## config.mk

```make
export PLATFORM = sky130hd
export DESIGN_NAME = awg_sweep_ctrl_flat
export DESIGN_NICKNAME = d
export VERILOG_FILES = /design/src/rtl/awg_sweep_pkg.sv /design/src/rtl/awg_sweep_ctrl_if.sv /design/src/rtl/awg_phase_acc.sv /design/src/rtl/awg_sweep_ctrl.sv /design/src/flat_wrapper.sv
export SDC_FILE = /design/constraint.sdc
export NUM_CORES = 1
export LEC_CHECK = 0
export CAP_MARGIN = 20
export CORE_MARGIN = 1
export CORE_UTILIZATION = 56
export DETAILED_ROUTE_END_ITERATION = 6
export GPL_TIMING_DRIVEN = 0
export PLACE_DENSITY = 0.86
export RECOVER_POWER = 50
export SKIP_CTS_REPAIR_TIMING = 1
export SYNTH_ARGS = -nofsm -noshare
export SYNTH_HDL_FRONTEND = slang
export SYNTH_SLANG_ARGS = --single-unit
```

## constraint.sdc

```tcl
create_clock -name clk -period 6.97 [get_ports clk]
set_input_delay 0.697 -clock clk [delete_from_list [all_inputs] [get_ports clk]]
set_output_delay 0.697 -clock clk [all_outputs]
set_load 0.05 [all_outputs]
```

## src/rtl/awg_sweep_pkg.sv

```systemverilog
// ---------------------------------------------------------------------------
// awg_sweep_pkg
//   Shared types and constants for the AWG frequency-sweep controller.
//   - state_e   : sweep controller states (IDLE, UP, DOWN, HOLD)
//   - MODE_SAW  : sawtooth sweep (restart at start bound)
//   - MODE_TRI  : triangle sweep (up/down)
//   - FTW_W_DEF / ADDR_W_DEF : default tuning-word and LUT-address widths
// ---------------------------------------------------------------------------
package awg_sweep_pkg;

    localparam int unsigned FTW_W_DEF  = 32;
    localparam int unsigned ADDR_W_DEF = 10;

    localparam logic MODE_SAW = 1'b0;
    localparam logic MODE_TRI = 1'b1;

    typedef enum logic [1:0] {
        ST_IDLE = 2'd0,
        ST_UP   = 2'd1,
        ST_DOWN = 2'd2,
        ST_HOLD = 2'd3
    } state_e;

endpackage

```

## src/rtl/awg_sweep_ctrl_if.sv

```systemverilog
// ---------------------------------------------------------------------------
// awg_sweep_ctrl_if
//   Control/status bundle of the AWG sweep controller.
//   Inputs to the controller : tick, en, mode, start_ftw, stop_ftw, step_ftw
//   Outputs of the controller: ftw, phase_addr, dir, sweep_done, cfg_err
//   modport master : the side driving tick/config (timer + register block)
//   modport slave  : the sweep controller itself
// ---------------------------------------------------------------------------
interface awg_sweep_ctrl_if
    import awg_sweep_pkg::*;
#(
    parameter int unsigned FTW_W  = FTW_W_DEF,
    parameter int unsigned ADDR_W = ADDR_W_DEF
);

    logic              tick;
    logic              en;
    logic              mode;
    logic [FTW_W-1:0]  start_ftw;
    logic [FTW_W-1:0]  stop_ftw;
    logic [FTW_W-1:0]  step_ftw;
    logic [FTW_W-1:0]  ftw;
    logic [ADDR_W-1:0] phase_addr;
    logic              dir;
    logic              sweep_done;
    logic              cfg_err;

    modport master (
        output tick, en, mode, start_ftw, stop_ftw, step_ftw,
        input  ftw, phase_addr, dir, sweep_done, cfg_err
    );

    modport slave (
        input  tick, en, mode, start_ftw, stop_ftw, step_ftw,
        output ftw, phase_addr, dir, sweep_done, cfg_err
    );

endinterface

```

## src/rtl/awg_phase_acc.sv

```systemverilog
// ---------------------------------------------------------------------------
// awg_phase_acc
//   DDS phase accumulator. Adds ftw_i every enabled clock (natural modulo
//   2^FTW_W wrap) and exposes the top ADDR_W phase bits as LUT address.
//   clk, rst_n : clock, asynchronous active-low reset
//   clr_i      : force phase to 0 (takes priority over en_i)
//   en_i       : accumulate this cycle
//   ftw_i      : frequency tuning word
//   addr_o     : phase[FTW_W-1 -: ADDR_W]
// ---------------------------------------------------------------------------
module awg_phase_acc
    import awg_sweep_pkg::*;
#(
    parameter int unsigned FTW_W  = FTW_W_DEF,
    parameter int unsigned ADDR_W = ADDR_W_DEF
) (
    input  logic              clk,
    input  logic              rst_n,
    input  logic              clr_i,
    input  logic              en_i,
    input  logic [FTW_W-1:0]  ftw_i,
    output logic [ADDR_W-1:0] addr_o
);

    logic [FTW_W-1:0] phase_q;
    logic [FTW_W-1:0] phase_d;

    always_comb begin
        phase_d = phase_q;
        if (clr_i) begin
            phase_d = '0;
        end else if (en_i) begin
            phase_d = phase_q + ftw_i;
        end
    end

    always_ff @(posedge clk or negedge rst_n) begin
        if (!rst_n) begin
            phase_q <= '0;
        end else begin
            phase_q <= phase_d;
        end
    end

    assign addr_o = phase_q[FTW_W-1 -: ADDR_W];

endmodule

```

## src/rtl/awg_sweep_ctrl.sv

```systemverilog
// ---------------------------------------------------------------------------
// awg_sweep_ctrl
//   Frequency-sweep controller + DDS phase accumulator. On each tick the
//   tuning word steps between start and stop (sawtooth or triangle); every
//   clock the phase accumulator advances by the current tuning word.
//   clk   : system clock
//   rst_n : asynchronous active-low reset
//   bus   : awg_sweep_ctrl_if.slave (tick/en/mode/start/stop/step in;
//           ftw/phase_addr/dir/sweep_done/cfg_err out)
//   Optional build macro AWG_SWEEP_TICK_SYNC_EN: tick passes through a
//   2-flop synchronizer and rising-edge detect (3-cycle tick-to-ftw);
//   otherwise tick is used directly (1-cycle tick-to-ftw).
// ---------------------------------------------------------------------------
module awg_sweep_ctrl
    import awg_sweep_pkg::*;
#(
    parameter int unsigned FTW_W  = FTW_W_DEF,
    parameter int unsigned ADDR_W = ADDR_W_DEF
) (
    input  logic                   clk,
    input  logic                   rst_n,
    awg_sweep_ctrl_if.slave        bus
);

    state_e           state_q, state_d;
    logic [FTW_W-1:0] ftw_q, ftw_d;
    logic [FTW_W-1:0] start_l_q, start_l_d;
    logic [FTW_W-1:0] stop_l_q, stop_l_d;
    logic [FTW_W-1:0] step_l_q, step_l_d;
    logic             mode_l_q, mode_l_d;
    logic             sweep_done_q, sweep_done_d;
    logic             cfg_err_q, cfg_err_d;
    logic             step_pulse;

`ifdef AWG_SWEEP_TICK_SYNC_EN
    logic tick_s1_q, tick_s2_q, tick_prev_q;

    always_ff @(posedge clk or negedge rst_n) begin
        if (!rst_n) begin
            tick_s1_q   <= 1'b0;
            tick_s2_q   <= 1'b0;
            tick_prev_q <= 1'b0;
        end else begin
            tick_s1_q   <= bus.tick;
            tick_s2_q   <= tick_s1_q;
            tick_prev_q <= tick_s2_q;
        end
    end

    assign step_pulse = tick_s2_q & ~tick_prev_q;
`else
    assign step_pulse = bus.tick;
`endif

    // Sums/differences carry one extra bit so overflow/underflow saturates.
    logic [FTW_W:0] up_sum;
    logic [FTW_W:0] dn_diff;
    logic [FTW_W:0] start_sum;
    logic [FTW_W-1:0] up_sat;
    logic [FTW_W-1:0] dn_sat;
    logic [FTW_W-1:0] start_up_sat;

    always_comb begin
        up_sum    = {1'b0, ftw_q} + {1'b0, step_l_q};
        dn_diff   = {1'b0, ftw_q} - {1'b0, step_l_q};
        start_sum = {1'b0, start_l_q} + {1'b0, step_l_q};
        up_sat       = (up_sum > {1'b0, stop_l_q}) ? stop_l_q : up_sum[FTW_W-1:0];
        dn_sat       = (dn_diff[FTW_W] || (dn_diff[FTW_W-1:0] < start_l_q))
                       ? start_l_q : dn_diff[FTW_W-1:0];
        start_up_sat = (start_sum > {1'b0, stop_l_q}) ? stop_l_q : start_sum[FTW_W-1:0];
    end

    always_comb begin
        state_d      = state_q;
        ftw_d        = ftw_q;
        start_l_d    = start_l_q;
        stop_l_d     = stop_l_q;
        step_l_d     = step_l_q;
        mode_l_d     = mode_l_q;
        sweep_done_d = 1'b0;
        cfg_err_d    = cfg_err_q;

        if (!bus.en) begin
            // Disable wins over any tick in the same cycle.
            state_d   = ST_IDLE;
            ftw_d     = '0;
            cfg_err_d = 1'b0;
        end else begin
            unique case (state_q)
                ST_IDLE: begin
                    start_l_d = bus.start_ftw;
                    stop_l_d  = bus.stop_ftw;
                    step_l_d  = bus.step_ftw;
                    mode_l_d  = bus.mode;
                    ftw_d     = bus.start_ftw;
                    if ((bus.start_ftw > bus.stop_ftw) || (bus.step_ftw == '0)) begin
                        state_d   = ST_HOLD;
                        cfg_err_d = 1'b1;
                    end else begin
                        state_d   = ST_UP;
                        cfg_err_d = 1'b0;
                    end
                end
                ST_UP: begin
                    if (step_pulse) begin
                        if (ftw_q == stop_l_q) begin
                            if (mode_l_q == MODE_SAW) begin
                                ftw_d        = start_l_q;
                                sweep_done_d = ~sweep_done_q;
                            end else begin
                                state_d = ST_DOWN;
                                ftw_d   = dn_sat;
                            end
                        end else begin
                            ftw_d = up_sat;
                        end
                    end
                end
                ST_DOWN: begin
                    if (step_pulse) begin
                        if (ftw_q == start_l_q) begin
                            state_d      = ST_UP;
                            ftw_d        = start_up_sat;
                            sweep_done_d = ~sweep_done_q;
                        end else begin
                            ftw_d = dn_sat;
                        end
                    end
                end
                ST_HOLD: begin
                    ftw_d     = start_l_q;
                    cfg_err_d = 1'b1;
                end
                default: begin
                    state_d = ST_IDLE;
                    ftw_d   = '0;
                end
            endcase
        end
    end

    always_ff @(posedge clk or negedge rst_n) begin
        if (!rst_n) begin
            state_q      <= ST_IDLE;
            ftw_q        <= '0;
            start_l_q    <= '0;
            stop_l_q     <= '0;
            step_l_q     <= '0;
            mode_l_q     <= 1'b0;
            sweep_done_q <= 1'b0;
            cfg_err_q    <= 1'b0;
        end else begin
            state_q      <= state_d;
            ftw_q        <= ftw_d;
            start_l_q    <= start_l_d;
            stop_l_q     <= stop_l_d;
            step_l_q     <= step_l_d;
            mode_l_q     <= mode_l_d;
            sweep_done_q <= sweep_done_d;
            cfg_err_q    <= cfg_err_d;
        end
    end

    awg_phase_acc #(
        .FTW_W  (FTW_W),
        .ADDR_W (ADDR_W)
    ) u_phase_acc (
        .clk    (clk),
        .rst_n  (rst_n),
        .clr_i  (state_q == ST_IDLE),
        .en_i   (state_q != ST_IDLE),
        .ftw_i  (ftw_q),
        .addr_o (bus.phase_addr)
    );

    assign bus.ftw        = ftw_q;
    assign bus.dir        = (state_q == ST_DOWN);
    assign bus.sweep_done = sweep_done_q;
    assign bus.cfg_err    = cfg_err_q;

endmodule
```

## src/flat_wrapper.sv

```systemverilog
// flat-port wrapper written by rule: the top's interface ports become plain ports
module awg_sweep_ctrl_flat import awg_sweep_pkg::*;
#(
    parameter int unsigned FTW_W  = FTW_W_DEF,
    parameter int unsigned ADDR_W = ADDR_W_DEF
)
  (clk, rst_n, bus_tick, bus_en, bus_mode, bus_start_ftw, bus_stop_ftw, bus_step_ftw, bus_ftw, bus_phase_addr, bus_dir, bus_sweep_done, bus_cfg_err);
  awg_sweep_ctrl_if #(.FTW_W(FTW_W), .ADDR_W(ADDR_W)) bus_i ();
  input  logic clk;
  input  logic rst_n;
  input wire logic [$bits(bus_i.tick)-1:0] bus_tick;
  input wire logic [$bits(bus_i.en)-1:0] bus_en;
  input wire logic [$bits(bus_i.mode)-1:0] bus_mode;
  input wire logic [$bits(bus_i.start_ftw)-1:0] bus_start_ftw;
  input wire logic [$bits(bus_i.stop_ftw)-1:0] bus_stop_ftw;
  input wire logic [$bits(bus_i.step_ftw)-1:0] bus_step_ftw;
  output wire logic [$bits(bus_i.ftw)-1:0] bus_ftw;
  output wire logic [$bits(bus_i.phase_addr)-1:0] bus_phase_addr;
  output wire logic [$bits(bus_i.dir)-1:0] bus_dir;
  output wire logic [$bits(bus_i.sweep_done)-1:0] bus_sweep_done;
  output wire logic [$bits(bus_i.cfg_err)-1:0] bus_cfg_err;
  assign bus_i.tick = bus_tick;
  assign bus_i.en = bus_en;
  assign bus_i.mode = bus_mode;
  assign bus_i.start_ftw = bus_start_ftw;
  assign bus_i.stop_ftw = bus_stop_ftw;
  assign bus_i.step_ftw = bus_step_ftw;
  assign bus_ftw = bus_i.ftw;
  assign bus_phase_addr = bus_i.phase_addr;
  assign bus_dir = bus_i.dir;
  assign bus_sweep_done = bus_i.sweep_done;
  assign bus_cfg_err = bus_i.cfg_err;
  awg_sweep_ctrl #(.FTW_W(FTW_W), .ADDR_W(ADDR_W)) u_core (.clk(clk), .rst_n(rst_n), .bus(bus_i));
endmodule
```

* Word-level counts from Yosys, hierarchy flattened
Cells that the tools add are included.
** Storage, ports and cells
- Input port bits :: 101
- Register bits after elaboration :: 165
** Operators by class
- Reduce and logical (&&, ||, !) cells :: 9
- Muxes and demuxes :: 30
- Eq/ne operators :: 12
- Bitwise logic cells :: 1
- $add $sub $neg :: 4
- $lt $le $gt $ge :: 4
** Operators by type and width (count)
- $mux 32 :: 11
- $pmux 32 s4 :: 1
- $add 32x32->33 :: 2
- $gt 33x32->1 :: 2
- $eq 32x32->1 :: 2
- $sub 32x32->33 :: 1
- $add 32x32->32 :: 1
- $gt 32x32->1 :: 1
- $logic_not 32->1 :: 1
- $lt 32x32->1 :: 1
- $mux 2 :: 7
- $ne 3x2->1 const B :: 3
- $mux 1 :: 8
- $ne 3x3->1 const B :: 2
- $pmux 2 s3 :: 1
- $reduce_and 6->1 :: 1
- $eq 2x2->1 const B :: 2
- $ne 4x1->1 const B :: 1
- $pmux 1 s2 :: 2
- $reduce_and 2->1 :: 2
- $reduce_bool 2->1 :: 2
- $ne 3x1->1 const B :: 1
- $eq 2x1->1 const B :: 1
- $logic_not 2->1 :: 1
- other kinds (2) :: 3

* Depth between registers and ports, before layout
- Depth in word-level cells :: 9
- Gate-level depth with buffers :: 26

* Modules after synthesis
A second synthesis with hierarchy kept.
** Second synthesis, totals
- Cell total of the unflattened synthesis :: 2575
- Area, all modules :: 20104.3 um^2
** Modules (own cells, without submodules)
- awg_sweep_ctrl :: instances 1, cells each 2200, area an instance 16990.0 um^2
- awg_phase_acc :: instances 1, cells each 375, area an instance 3114.2 um^2

* Worst setup path before layout
OpenSTA, ideal clock, no wires.
- Kind :: register to register
- Start point :: register u_core.ftw_q[1], in the netlist u_core.bus.ftw[1]
- End point :: register u_core.ftw_q[14], in the netlist u_core.bus.ftw[14]
- Slack :: 1517 ps
- Arrival time :: 5311 ps
- Cell stages (with the launch flop) :: 25
- Clock period less this slack :: 5453 ps
- Path buffers :: 2
- Cells stage by stage :: dfrtp_1 ha_1 nor2b_1 o31a_1 o41a_1 nor2_1 o31ai_1 a2111oi_0 a21oi_1 xnor2_1 inv_1 ha_1 nand4_1 nor4_1 a22o_1 or3_1 a31oi_1 o21ai_1 and2_1 buf_2 buf_2 mux2i_1 a21oi_1 a221oi_1 a211oi_1
** Between the ends
- Longest elaborated chain between the ends :: 9
- Elaborated cells on any way between the ends :: 16
- Classes of those cells :: 2 x add/sub; 2 x order compare; 2 x eq/ne; 9 x mux; 1 x reduce/logical
** Ends and longest elaborated chain
- start, declared :: RTL line awg_sweep_ctrl.sv:26 : logic [FTW_W-1:0] ftw_q, ftw_d;
- start signal, assigned :: RTL line awg_sweep_ctrl.sv:154 : ftw_q <= ftw_d;
- $sub 32x32->33 :: RTL line awg_sweep_ctrl.sv:65 : dn_diff = {1'b0, ftw_q} - {1'b0, step_l_q};
- $lt 32x32->1 :: RTL line awg_sweep_ctrl.sv:68 : dn_sat = (dn_diff[FTW_W] || (dn_diff[FTW_W-1:0] < start_l_q))
- $logic_or 1x1->1 :: RTL line awg_sweep_ctrl.sv:68
- $mux 32 :: RTL line awg_sweep_ctrl.sv:69 : ? start_l_q : dn_diff[FTW_W-1:0];
- $mux 32 :: RTL line awg_sweep_ctrl.sv:107 : if (mode_l_q == MODE_SAW) begin
- $mux 32 :: RTL line awg_sweep_ctrl.sv:106 : if (ftw_q == stop_l_q) begin
- $mux 32 :: RTL line awg_sweep_ctrl.sv:105 : if (step_pulse) begin
- $pmux 32 s4 * :: RTL line awg_sweep_ctrl.sv:89 : unique case (state_q)
- $mux 32 * :: RTL line awg_sweep_ctrl.sv:83 : if (!bus.en) begin
Mark *: on every way between the ends. The rest lies on a longest branch, timed or not. The select of a mux whose other input is x is not followed.
A chain may end at the register's enable or synchronous reset.

* Final worst setup path
- Start point :: register u_core.ftw_q[0], in the netlist u_core.bus.ftw[0]
- End point :: register u_core.ftw_q[14], in the netlist u_core.bus.ftw[14]
Same word-level chain as after synthesis.

==> metrics.md <==
| Metric | Value |
|---|---|
| Status | complete, but fails checks |
| Failing checks | DRC, capacitance limit, slew limit |
| Min-Delay Path Depth | 2 |
| Port bufs | 144 |
| Final Cell Area | 21,400 um2 |
| Actual slew at the worst max-slew pin | 5.12 ns |
| Row Count | 66 |
| Longest Clk Path Bufs | 2 |
| Initial antenna violation count | 3 |
| Vias in the first global route | 18,941 |
| Register area share after synthesis | 0.220 |
| GR Overflow Total | 0 |
| Ys Warns | 0 |
| Flop-to-flop setup slack | 0.08 ns |
| Fin cells | 2,995 |
| Gp weighted congestion | 1.05 |
| Final min period | 6.89 ns |
| GRT Overall Usage | 0.458 |
| Async SR Flop Fraction | 1.00 |
| Post-synth EDFFs | 0 |
| Drt pass-1 iters | 7 |
| CP arrival | 7.22 ns |
| Final worst slack | 0.0830 ns |
| Area leader, netlist | dfrtp_1 |
| Synth top area share | 0.220 |
| First-pass GRT wire length | 114 mm |
| Vias per cell | 6.68 |
| Die Wd | 185 um |
| CP Class | reg2reg |
| Nets | 2,903 |
| Drc violations | 3 |
| Final setup violation count | 0 |
| Via count | 20,000 |
| CTS tree | yes |
| Initial Util | 0.573 |
| Fin. max-slew vios | 86 |
| H-tree depth | 4 |
| Area grow syn2layout | 14.5% |
| Clock-pin slew on the worst setup and hold paths | 0.08 ns |
| Total die area | 34,200 um2 |
| Post-synthesis cell area | 18,700 um2 |
| Final hold vios | 0 |
| Number of synthesized register bits | 165 |
| IO Pins | 146 |
| Sink Count | 165 |
| Clock root buffer | clkbuf_16 |
| Syn Area/Cell | 7.90 um2 |
| Slew Limit Headroom | -2.41 |
| Post-DR wirelength/cell | 26.3 um |
| Largest net degree at the start of global routing | 86 |
| Dpl hpwl | 63.4 mm |
| Primary FF master, synth | dfrtp_1 |
| Crit path max fanout | 10 |
| CP startpoint kind | register |
| Max-cap violations | 1 |
| Cells after synthesis | 2,373 |
| Syn Nets | 2,736 |
| RR Startpoint | u_core.bus.ftw[0]$_DFFE_PN0P_ |
| Period utilisation layout | 0.988 |
| Layout cell share with drive strength beyond 1 | 0.0400 |
| WP data required | 7.30 ns |
| Die height | 185 um |
| Iteration-0 DRC Markers | 2,263 |
| Hold_sp | u_core.stop_l_q[31]$_DFFE_PN0P_ |
| Unrepaired setup endpoints after global routing | no |
| CP endpoint kind | register |
| Final WL | 78.6 mm |
| Antenna cells | 0 |
| Final Skew | 0.0123 ns |
| Later-pin clock latency in the skew report | 0.48 ns |
| HP Class | reg2reg |
| CTS Buf Count | 17 |
| Synth cell types | 82 |
| DP Area | 20,800 um2 |
| Hold path endpoint | u_core.stop_l_q[31]$_DFFE_PN0P_ |
| Final core occ | 0.656 |
| Setup WS pre-CTS | -0.143 ns |
| RR Endpoint | u_core.bus.ftw[14]$_DFFE_PN0P_ |
| Routed Antenna Nets | 0 |
| Reg2Reg Depth | 25 |
| Synth area leaders | dfrtp_1 (22%), ha_1 (17%), xnor2_1 (6.5%), o21ai_0 (5.9%), nand2_1 (4.9%) |
| Core Area | 32,700 um2 |
| Placed insts | 2,961 |
| Max frequency | 145 MHz |
[layer usage]
layer / wire length [um] / up-vias / GRT usage / part of all wire
li1: - / 8909 / - / -
met1: 30200 / 9483 / 0.558 / 0.38
met2: 33900 / 1267 / 0.706 / 0.43
met3: 7460 / 337 / 0.0946 / 0.095
met4: 6960 / 4 / 0.356 / 0.088
met5: 83 / - / 0.0163 / 0.0011
[flip-flops by register name, summed over array words and instances (netlist names)]
register                    count
u_core.bus.ftw                 32
u_core.start_l_q               32
u_core.step_l_q                32
u_core.stop_l_q                32
u_core.u_phase_acc.phase_q     32
u_core.state_q                  2
u_core.bus.cfg_err              1
u_core.bus.sweep_done           1
u_core.mode_l_q                 1
[worst max-delay path: stages (launching register included)]
cell and delay, ns:
dfrtp_2 0.57, inv_1 0.11, ha_1 0.22, inv_1 0.08, fa_1 0.40, a21oi_1 0.23
nand4b_1 0.17, nand3_1 0.14, a221o_1 0.43, a32oi_1 0.40, a21oi_1 0.14, xor2_1 0.43
ha_1 0.35, nand4_1 0.14, nor4_1 0.09, a22o_1 0.18, or3_1 0.35, a31oi_1 0.49
o21ai_1 0.27, and2_1 0.19, buf_2 0.19, clkbuf_4 0.27, mux2i_1 0.23, a21oi_1 0.10
a221oi_1 0.47, a211oi_1 0.08
[per-stage QoR]
stage / hold WS, ns / TNS [ns]
4_1_cts: 0.248 / -0.426
2_1_floorplan: 0.401 / 0
5_1_grt: 0.554 / 0
3_3_place_gp: 0.509 / -322.28
3_5_place_dp: 0.530 / -0.237
6_report: 0.551 / 0
[cell families (layout without fill, tap and decap cells)]
family / Yosys count / in the layout / synth area share
compound gates: 737 / 737 / 0.252
simple gates: 652 / 652 / 0.160
buf+inv: 298 / 478 / 0.0638
fa+ha+maj: 262 / 262 / 0.177
xor+xnor: 172 / 172 / 0.0804
flops: 165 / 165 / 0.220
mux: 87 / 87 / 0.0471
[worst max path at each step]
stage	cells after the start	start	end
final	25	u_core.bus.ftw[0]$_DFFE_PN0P_	u_core.bus.ftw[14]$_DFFE_PN0P_
after global routing	20	u_core.bus.ftw[4]$_DFFE_PN0P_	u_core.bus.ftw[8]$_DFFE_PN0P_
after CTS	23	u_core.bus.ftw[1]$_DFFE_PN0P_	u_core.bus.ftw[13]$_DFFE_PN0P_
after detailed placement	23	u_core.bus.ftw[1]$_DFFE_PN0P_	u_core.bus.ftw[13]$_DFFE_PN0P_
after global placement	1	rst_n	u_core.step_l_q[9]$_DFFE_PN0P_
after floorplan	24	u_core.bus.ftw[1]$_DFFE_PN0P_	u_core.bus.ftw[14]$_DFFE_PN0P_
[area by class of cell]
class / count / area (um2)
sequential: 165 / 4130
timing repair buffer: 148 / 1490
multi-input combinational: 1910 / 13400
tap: 442 / 553
clock buffer: 17 / 425
fill: 2833 / 11300
clock inverter: 15 / 213
inverter: 191 / 717
buffer: 107 / 482
[cells in the mapped netlist, types with 16 or more instances]
cell and count:
ha_1 258, nand2_1 245, o21ai_0 220, inv_1 187, a21oi_1 180, nor2_1 169
dfrtp_1 165, xnor2_1 139, mux2i_1 80, clkbuf_1 70, a21o_1 55, nand4_1 52
nand3_1 39, a211oi_1 37, nor3_1 33, xor2_1 33, o21bai_1 30, o211ai_1 25
nand2b_1 23, nor2b_1 23, nor4_1 22, a31oi_1 21, buf_2 21, o21a_1 17
a211o_1 16, a221oi_1 16, o221ai_1 16
[placed cells by master (no fill, tap or decap), types with 6 or more instances in the layout]
cell / synthesis / final
o21bai_1: 30 / 30
a211o_1: 16 / 16
a21o_1: 55 / 55
nor4_1: 22 / 22
nand2b_1: 23 / 23
o31ai_1: 14 / 14
o2111ai_1: 15 / 15
mux2i_1: 80 / 80
nor2_1: 169 / 169
nand2_1: 245 / 245
inv_1: 187 / 187
buf_4: 11 / 13
nor2b_1: 23 / 23
o21a_1: 17 / 17
o21ai_0: 220 / 220
clkbuf_1: 70 / 71
dfrtp_1: 165 / 161
clkbuf_16: 0 / 17
o221ai_1: 16 / 16
a31oi_1: 21 / 21
and2_1: 8 / 7
and3_1: 7 / 7
mux2_2: 6 / 6
nand4_1: 52 / 52
or3_1: 7 / 7
ha_1: 258 / 258
xor2_1: 33 / 33
a211oi_1: 37 / 36
o211ai_1: 25 / 25
nor3_1: 33 / 33
a221o_1: 9 / 9
clkdlybuf4s50_1: 0 / 138
nand3_1: 39 / 39
xnor2_1: 139 / 138
buf_2: 21 / 20
a221oi_1: 16 / 16
a21oi_1: 180 / 180
Power is not shown: default switching activity piles up to over one toggle a cycle in this logic, so the estimate is an artifact.
